[config.mk]
export PLATFORM = sky130hd
export DESIGN_NAME = ps2_key_decoder_flat
export DESIGN_NICKNAME = d
export VERILOG_FILES = /design/src/rtl/ps2_key_decoder_if.sv /design/src/rtl/ps2_key_decoder.sv /design/src/flat_wrapper.sv
export SDC_FILE = /design/constraint.sdc
export NUM_CORES = 1
export LEC_CHECK = 0
export ABC_CLOCK_PERIOD_IN_PS = 2900
export CAP_MARGIN = 25
export CORE_MARGIN = 2
export CORE_UTILIZATION = 57
export DETAILED_ROUTE_END_ITERATION = 8
export PLACE_DENSITY_LB_ADDON = 0.25
export RECOVER_POWER = 100
export SYNTH_ARGS = -nofsm -noshare
export SYNTH_HDL_FRONTEND = slang
export SYNTH_SLANG_ARGS = --single-unit
[constraint.sdc]
create_clock -name clk -period 2.9 [get_ports clk]
set_clock_uncertainty 0.15 [all_clocks]
set_input_delay 0.87 -clock clk [delete_from_list [all_inputs] [get_ports clk]]
set_output_delay 0.87 -clock clk [all_outputs]
set_load 0.02 [all_outputs]
[src/rtl/ps2_key_decoder_if.sv]
// Pin and result bundle between the PS/2 keyboard decoder and its consumers.
// The decoder attaches to the slave modport. The keyboard side, or a bench, attaches to the master modport.
interface ps2_key_decoder_if;
    // scan_valid is a one-cycle strobe and scan_code is meaningful only while it is high.
    // There is no ready signal, so a consumer that misses the strobe loses that byte.
    // frame_err is a separate one-cycle strobe and is never high together with scan_valid.
    logic       ps2_clk;
    logic       ps2_data;
    logic       key_space;
    logic       key_left;
    logic       key_right;
    logic [7:0] scan_code;
    logic       scan_valid;
    logic       frame_err;
    logic [1:0] frame_state;
    logic [1:0] decode_state;

    modport master (
        output ps2_clk, ps2_data,
        input  key_space, key_left, key_right, scan_code, scan_valid, frame_err,
        input  frame_state, decode_state
    );

    modport slave (
        input  ps2_clk, ps2_data,
        output key_space, key_left, key_right, scan_code, scan_valid, frame_err,
        output frame_state, decode_state
    );
endinterface

[src/rtl/ps2_key_decoder.sv]
// PS/2 frame receiver and make/break decoder for Space, Left and Right, producing held-key levels.
// Defining PS2_PARITY_CHECK_EN makes the receiver reject frames whose parity is not odd.
module ps2_key_decoder #(
    parameter int FILTER_LEN     = 8,
    parameter int TIMEOUT_CYCLES = 100_000
) (
    input logic              clk,
    input logic              rst,
    ps2_key_decoder_if.slave bus
);
    localparam int FCW = $clog2(FILTER_LEN + 1);
    localparam int TCW = $clog2(TIMEOUT_CYCLES + 1);

    typedef enum logic [1:0] {IDLE, RECV, CHECK} frame_state_t;
    typedef enum logic [1:0] {BASE, EXT, BRK, EXT_BRK} decode_state_t;

    logic [1:0]     clk_sync, data_sync;
    logic           filt, filt_d, bit_event;
    logic [FCW-1:0] filt_cnt;

    // The filtered clock is the only clock-like signal used below. bit_event is its registered falling edge.
    always_ff @(posedge clk) begin
        if (rst) begin
            clk_sync  <= 2'b11;
            data_sync <= 2'b11;
            filt      <= 1'b1;
            filt_d    <= 1'b1;
            filt_cnt  <= '0;
            bit_event <= 1'b0;
        end else begin
            clk_sync  <= {clk_sync[0], bus.ps2_clk};
            data_sync <= {data_sync[0], bus.ps2_data};
            filt_d    <= filt;
            bit_event <= filt_d & ~filt;
            if (clk_sync[1] == filt) begin
                filt_cnt <= '0;
            end else if (filt_cnt == FCW'(FILTER_LEN - 1)) begin
                filt     <= clk_sync[1];
                filt_cnt <= '0;
            end else begin
                filt_cnt <= filt_cnt + 1'b1;
            end
        end
    end

    frame_state_t   fstate, fstate_nx;
    logic [3:0]     bit_cnt, bit_cnt_nx;
    logic [8:0]     shreg, shreg_nx;
    logic [TCW-1:0] tcnt;
    logic           data_s, timed_out, parity_ok, accept_nx, reject_nx;
    logic [7:0]     scan_code_r;
    logic           scan_valid_r, frame_err_r;

    assign data_s = data_sync[1];

`ifdef PS2_PARITY_CHECK_EN
    assign parity_ok = ^shreg;
`else
    assign parity_ok = 1'b1;
`endif

    always_comb begin
        fstate_nx  = fstate;
        bit_cnt_nx = bit_cnt;
        shreg_nx   = shreg;
        accept_nx  = 1'b0;
        reject_nx  = 1'b0;
        timed_out  = (fstate != IDLE) && !bit_event && (tcnt == TCW'(TIMEOUT_CYCLES - 1));
        if (timed_out) begin
            fstate_nx = IDLE;
            reject_nx = 1'b1;
        end else if (bit_event) begin
            case (fstate)
                IDLE: begin
                    if (!data_s) begin
                        fstate_nx  = RECV;
                        bit_cnt_nx = 4'd0;
                    end
                end
                // Nine shifts, LSB first, leave the data in shreg[7:0] and the parity bit in shreg[8].
                RECV: begin
                    shreg_nx = {data_s, shreg[8:1]};
                    if (bit_cnt == 4'd8) fstate_nx = CHECK;
                    else bit_cnt_nx = bit_cnt + 4'd1;
                end
                CHECK: begin
                    fstate_nx = IDLE;
                    if (data_s && parity_ok) accept_nx = 1'b1;
                    else reject_nx = 1'b1;
                end
                default: fstate_nx = IDLE;
            endcase
        end
    end

    always_ff @(posedge clk) begin
        if (rst) begin
            fstate       <= IDLE;
            bit_cnt      <= '0;
            shreg        <= '0;
            tcnt         <= '0;
            scan_code_r  <= 8'h00;
            scan_valid_r <= 1'b0;
            frame_err_r  <= 1'b0;
        end else begin
            fstate       <= fstate_nx;
            bit_cnt      <= bit_cnt_nx;
            shreg        <= shreg_nx;
            scan_valid_r <= accept_nx;
            frame_err_r  <= reject_nx;
            if (accept_nx) scan_code_r <= shreg[7:0];
            if (fstate == IDLE || bit_event) tcnt <= '0;
            else if (tcnt != TCW'(TIMEOUT_CYCLES)) tcnt <= tcnt + 1'b1;
        end
    end

    decode_state_t dstate, dstate_nx;
    logic          space_r, left_r, right_r, space_nx, left_nx, right_nx;

    always_comb begin
        dstate_nx = dstate;
        space_nx  = space_r;
        left_nx   = left_r;
        right_nx  = right_r;
        if (scan_valid_r) begin
            case (dstate)
                BASE: begin
                    if (scan_code_r == 8'hE0) dstate_nx = EXT;
                    else if (scan_code_r == 8'hF0) dstate_nx = BRK;
                    else if (scan_code_r == 8'h29) space_nx = 1'b1;
                end
                EXT: begin
                    dstate_nx = (scan_code_r == 8'hF0) ? EXT_BRK : BASE;
                    if (scan_code_r == 8'h6B) left_nx = 1'b1;
                    if (scan_code_r == 8'h74) right_nx = 1'b1;
                end
                BRK: begin
                    dstate_nx = BASE;
                    if (scan_code_r == 8'h29) space_nx = 1'b0;
                end
                EXT_BRK: begin
                    dstate_nx = BASE;
                    if (scan_code_r == 8'h6B) left_nx = 1'b0;
                    if (scan_code_r == 8'h74) right_nx = 1'b0;
                end
            endcase
        end
    end

    always_ff @(posedge clk) begin
        if (rst) begin
            dstate  <= BASE;
            space_r <= 1'b0;
            left_r  <= 1'b0;
            right_r <= 1'b0;
        end else begin
            dstate  <= dstate_nx;
            space_r <= space_nx;
            left_r  <= left_nx;
            right_r <= right_nx;
        end
    end

    assign bus.key_space    = space_r;
    assign bus.key_left     = left_r;
    assign bus.key_right    = right_r;
    assign bus.scan_code    = scan_code_r;
    assign bus.scan_valid   = scan_valid_r;
    assign bus.frame_err    = frame_err_r;
    assign bus.frame_state  = fstate;
    assign bus.decode_state = dstate;
endmodule

[src/flat_wrapper.sv]
// flat-port wrapper written by rule: the top's interface ports become plain ports
module ps2_key_decoder_flat 
#(
    parameter int FILTER_LEN     = 8,
    parameter int TIMEOUT_CYCLES = 100_000
)
  (clk, rst, bus_ps2_clk, bus_ps2_data, bus_key_space, bus_key_left, bus_key_right, bus_scan_code, bus_scan_valid, bus_frame_err, bus_frame_state, bus_decode_state);
  ps2_key_decoder_if bus_i ();
  input logic clk;
  input logic rst;
  input wire logic [$bits(bus_i.ps2_clk)-1:0] bus_ps2_clk;
  input wire logic [$bits(bus_i.ps2_data)-1:0] bus_ps2_data;
  output wire logic [$bits(bus_i.key_space)-1:0] bus_key_space;
  output wire logic [$bits(bus_i.key_left)-1:0] bus_key_left;
  output wire logic [$bits(bus_i.key_right)-1:0] bus_key_right;
  output wire logic [$bits(bus_i.scan_code)-1:0] bus_scan_code;
  output wire logic [$bits(bus_i.scan_valid)-1:0] bus_scan_valid;
  output wire logic [$bits(bus_i.frame_err)-1:0] bus_frame_err;
  output wire logic [$bits(bus_i.frame_state)-1:0] bus_frame_state;
  output wire logic [$bits(bus_i.decode_state)-1:0] bus_decode_state;
  assign bus_i.ps2_clk = bus_ps2_clk;
  assign bus_i.ps2_data = bus_ps2_data;
  assign bus_key_space = bus_i.key_space;
  assign bus_key_left = bus_i.key_left;
  assign bus_key_right = bus_i.key_right;
  assign bus_scan_code = bus_i.scan_code;
  assign bus_scan_valid = bus_i.scan_valid;
  assign bus_frame_err = bus_i.frame_err;
  assign bus_frame_state = bus_i.frame_state;
  assign bus_decode_state = bus_i.decode_state;
  ps2_key_decoder #(.FILTER_LEN(FILTER_LEN), .TIMEOUT_CYCLES(TIMEOUT_CYCLES)) u_core (.clk(clk), .rst(rst), .bus(bus_i));
endmodule
==> results of run 1 <==
cells by family after synthesis:
| family | synth area share (%) |
|---|---|
| xor+xnor | 4.24 |
| flops | 46.8 |
| buf+inv | 3.48 |
| simple gates | 31.4 |
| fa+ha+maj | 2.52 |
| compound gates | 9.94 |
| mux | 1.61 |
cell type report:
class / count / area, sq um / share of cell area [%]
flip-flops and latches: 58 / 1160 / 39.2
multi-input cells: 207 / 1230 / 41.5
clock buffers: 12 / 165 / 5.57
clock inverters: 4 / 72.6 / 2.45
repair buffers: 24 / 228 / 7.69
well taps: 50 / 62.6 / 2.11
inverters: 12 / 45.0 / 1.52
final timing paths:
kind / to / from / slack (ns)
setup / recovery: bus_frame_state[1] / u_core.bus.frame_state[1] / 0.31
hold / removal: u_core.data_sync[1] / u_core.data_sync[0] / 0.26
setup reg to reg: u_core.bit_cnt[3] / u_core.bit_cnt[0] / 0.65
hold reg to reg: u_core.data_sync[1] / u_core.data_sync[0] / 0.26
report_power, final:
part,internal [uW],switching (uW)
Sequential,799,1.88
Clock,553,319
Combinational,6.75,9.85
metrics by stage:
stage	power, uW	cell area [sq um]	hold slack (ns)
floorplan	829	2480	0.239
global placement	836	2730	0.243
detailed placement	837	2730	0.247
CTS	1700	2970	0.266
global route	1740	2960	0.275
finish	1690	2960	0.264
placed cells by master, fill, tap and decap left out, types with 12 or more instances in the layout:
| cell | synthesis | layout |
|---|---|---|
| sky130_fd_sc_hd__dfxtp_1 | 58 | 58 |
| sky130_fd_sc_hd__inv_1 | 12 | 12 |
| sky130_fd_sc_hd__a21oi_1 | 25 | 25 |
| sky130_fd_sc_hd__clkbuf_8 | 0 | 12 |
| sky130_fd_sc_hd__dlygate4sd3_1 | 0 | 18 |
| sky130_fd_sc_hd__nor2_1 | 21 | 21 |
| sky130_fd_sc_hd__nand3_1 | 22 | 22 |
| sky130_fd_sc_hd__nand2_1 | 39 | 39 |
registers in the layout, summed over array words and instances (netlist names):
name,flops
u_core.bus.scan_valid,1
u_core.filt_d,1
u_core.bus.key_left,1
u_core.bus.decode_state,2
u_core.filt,1
u_core.bus.frame_state,2
u_core.bit_event,1
u_core.clk_sync,2
u_core.bit_cnt,4
u_core.filt_cnt,4
u_core.bus.key_space,1
u_core.shreg,9
u_core.bus.scan_code,8
u_core.data_sync,2
u_core.tcnt,17
u_core.bus.frame_err,1
u_core.bus.key_right,1
metal layers:
metal | track usage (%) | part of all wire (%) | routed length, um
met5 | 0 | 0 | 0
met4 | 10.5 | 2.0 | 98
met3 | 4.76 | 3.4 | 168
met2 | 36.5 | 49 | 2420
met1 | 27.7 | 46 | 2300
==> out/summary.log, run 1 <==
[route] DR WL/cell 13.6 um
[floorplanning] Placement Rows 23
[global_routing] number of global-route vias before repair 1,963
[worst_setup_path] cells traversed along the worst timing path dlygate4sd3_1
[logic_synthesis] most common library cells after synthesis sky130_fd_sc_hd__dfxtp_1 (58), sky130_fd_sc_hd__nand2_1 (39), sky130_fd_sc_hd__a21oi_1 (25)
[cells_and_area] Total Nets Final 321
[place] HPWL after detailed placement 3320 um
[sta] final slew viol count 0
[floorplanning] chip width 70.0 um
[min_path] cell depth of the worst hold path 1
[cells_and_area] share of final-layout standard cells stronger than drive strength 1 8.83%
[route] Post-DRT Antenna Nets 0
[min_path] type of the worst min-delay path flip-flop to flip-flop
[global_routing] all-layer global routing usage 22.2%
[sta] worst slew pin tran 0.949 ns
[place] number of instances in the placed design 351
[worst_setup_path] Crit path max-delay family buffers and inverters
[clock_network] number of post-CTS setup repair buffers 0
[worst_setup_path] Slowest cell on crit path sky130_fd_sc_hd__dlygate4sd3_1
[worst_setup_path] slowest cell delay on critical path 0.72 ns
[floorplanning] placeable core region 0.00409 sq mm
[place] count of port buffers added during placement 20
[clock_network] number of levels in the clock H-tree 3
[worst_setup_path] class of the most critical setup path flip-flop to output port
[worst_setup_path] Buffers & Inverters on Critical Path 1
[route] drt initial violations 144
[power] total power density per cell area 570 mW/mm^2
[status] run status complete, no violations
[sta] count of endpoints failing hold in the final timing report 0
[sta] Min Clock Period, post-route 2.59 ns
[route] DR vias 2,086
[sta] count of endpoints failing setup in the final report 0
[global_routing] total global routing overflow 0
[worst_setup_path] kind of end point of the critical path output port
[worst_setup_path] maximum fanout count along the critical path 11
[route] aggregate routed wire length 4990 um
[clock_network] clock root buffer sky130_fd_sc_hd__clkbuf_8
[route] number of vias per cell 5.68
[place] post-placement setup slack 0.546 ns
[cells_and_area] count of antenna diodes in the layout 0
[clock_network] CTS tree yes
[route] number of iterations in the first detailed-routing pass 4
[sta] worst-case setup margin in the final layout 0.308 ns
[sta] setup repair after global routing missed its margin false
[clock_network] CTS Buf Count 9
[clock_network] clk buf depth 2
[logic_synthesis] Async S/R FF share, synth 0%
[sta] slew margin rel. 36.8%
[logic_synthesis] gate count of the mapped netlist 288
[clock_network] clock slew at reported path FFs 0.07 ns
[logic_synthesis] count of cell types in the netlist 40
[sta] final worst path period share 89.4%
[logic_synthesis] mean cell area of the mapped netlist 8.61 sq um
[global_routing] first-pass GRT wire length 8730 um
[clock_network] Clock Latency Late Sink 0.33 ns
[global_routing] maximum number of pins on one net before global-route repair 37
[job] # Max-Cap Violations 0
[logic_synthesis] total of warnings raised by yosys 0
[clock_network] cells resized by post-CTS repair 0
[logic_synthesis] post-synthesis instance area 0.00248 sq mm
[worst_setup_path] depth of the worst register-to-register path 6
[cells_and_area] number of filler cells placed in the layout 325
[sta] maximum clock frequency 0.386 GHz
[cells_and_area] utilization of the core after routing 72.5%
[clock_network] number of sinks on the clock net 58
[clock_network] number of hold buffers added after cts 0
[route] DRC violations left 0
[logic_synthesis] sequential area share after synthesis 46.8%
[logic_synthesis] Post-synth EDFFs 0
[floorplanning] IO Pins 21
[power] leakage power 0.00109 uW
[place] final weighted congestion in routability-driven placement 0.800
[floorplanning] effective utilization at floorplan 60.7%
[floorplanning] area of the die 0.00489 sq mm
[worst_setup_path] data arrival time of the critical path 1.57 ns
[floorplanning] chip height 70.0 um
[logic_synthesis] number of synthesized register bits 58
[logic_synthesis] Synth top area share 46.8%
[worst_setup_path] startpoint class of the critical path flip-flop
[logic_synthesis] cell accounting for the most synthesized area sky130_fd_sc_hd__dfxtp_1
[worst_setup_path] CP Depth 1
[logic_synthesis] most frequently used cell type in the post-synthesis netlist sky130_fd_sc_hd__dfxtp_1
[power] worst ir drop on vdd 0.514 mV
[cells_and_area] final cell count without fillers 367
[logic_synthesis] most common flop cell mapped by yosys sky130_fd_sc_hd__dfxtp_1
[logic_synthesis] Synth Net Count 297
[worst_setup_path] WP data required 1.88 ns
[sta] setup TNS 0 ns
[global_routing] initial antenna violation count 0
[cells_and_area] Syn-to-layout area delta 19.5%
[logic_synthesis] top area cells in the synthesized netlist sky130_fd_sc_hd__dfxtp_1 (47%), sky130_fd_sc_hd__nand2_1 (5.9%), sky130_fd_sc_hd__a21oi_1 (5.0%)
Note: power is estimated with default switching activity, not from simulation.
==> run 2, diff against run 1 <==
--- a/config.mk
+++ b/config.mk
@@ -12,6 +12,7 @@
 export DETAILED_ROUTE_END_ITERATION = 8
 export PLACE_DENSITY_LB_ADDON = 0.25
 export RECOVER_POWER = 100
+export SLEW_MARGIN = 20
 export SYNTH_ARGS = -nofsm -noshare
 export SYNTH_HDL_FRONTEND = slang
 export SYNTH_SLANG_ARGS = --single-unit
==> results of run 2 <==
No change in the layout: final DEF, timing and power equal those of run 1.
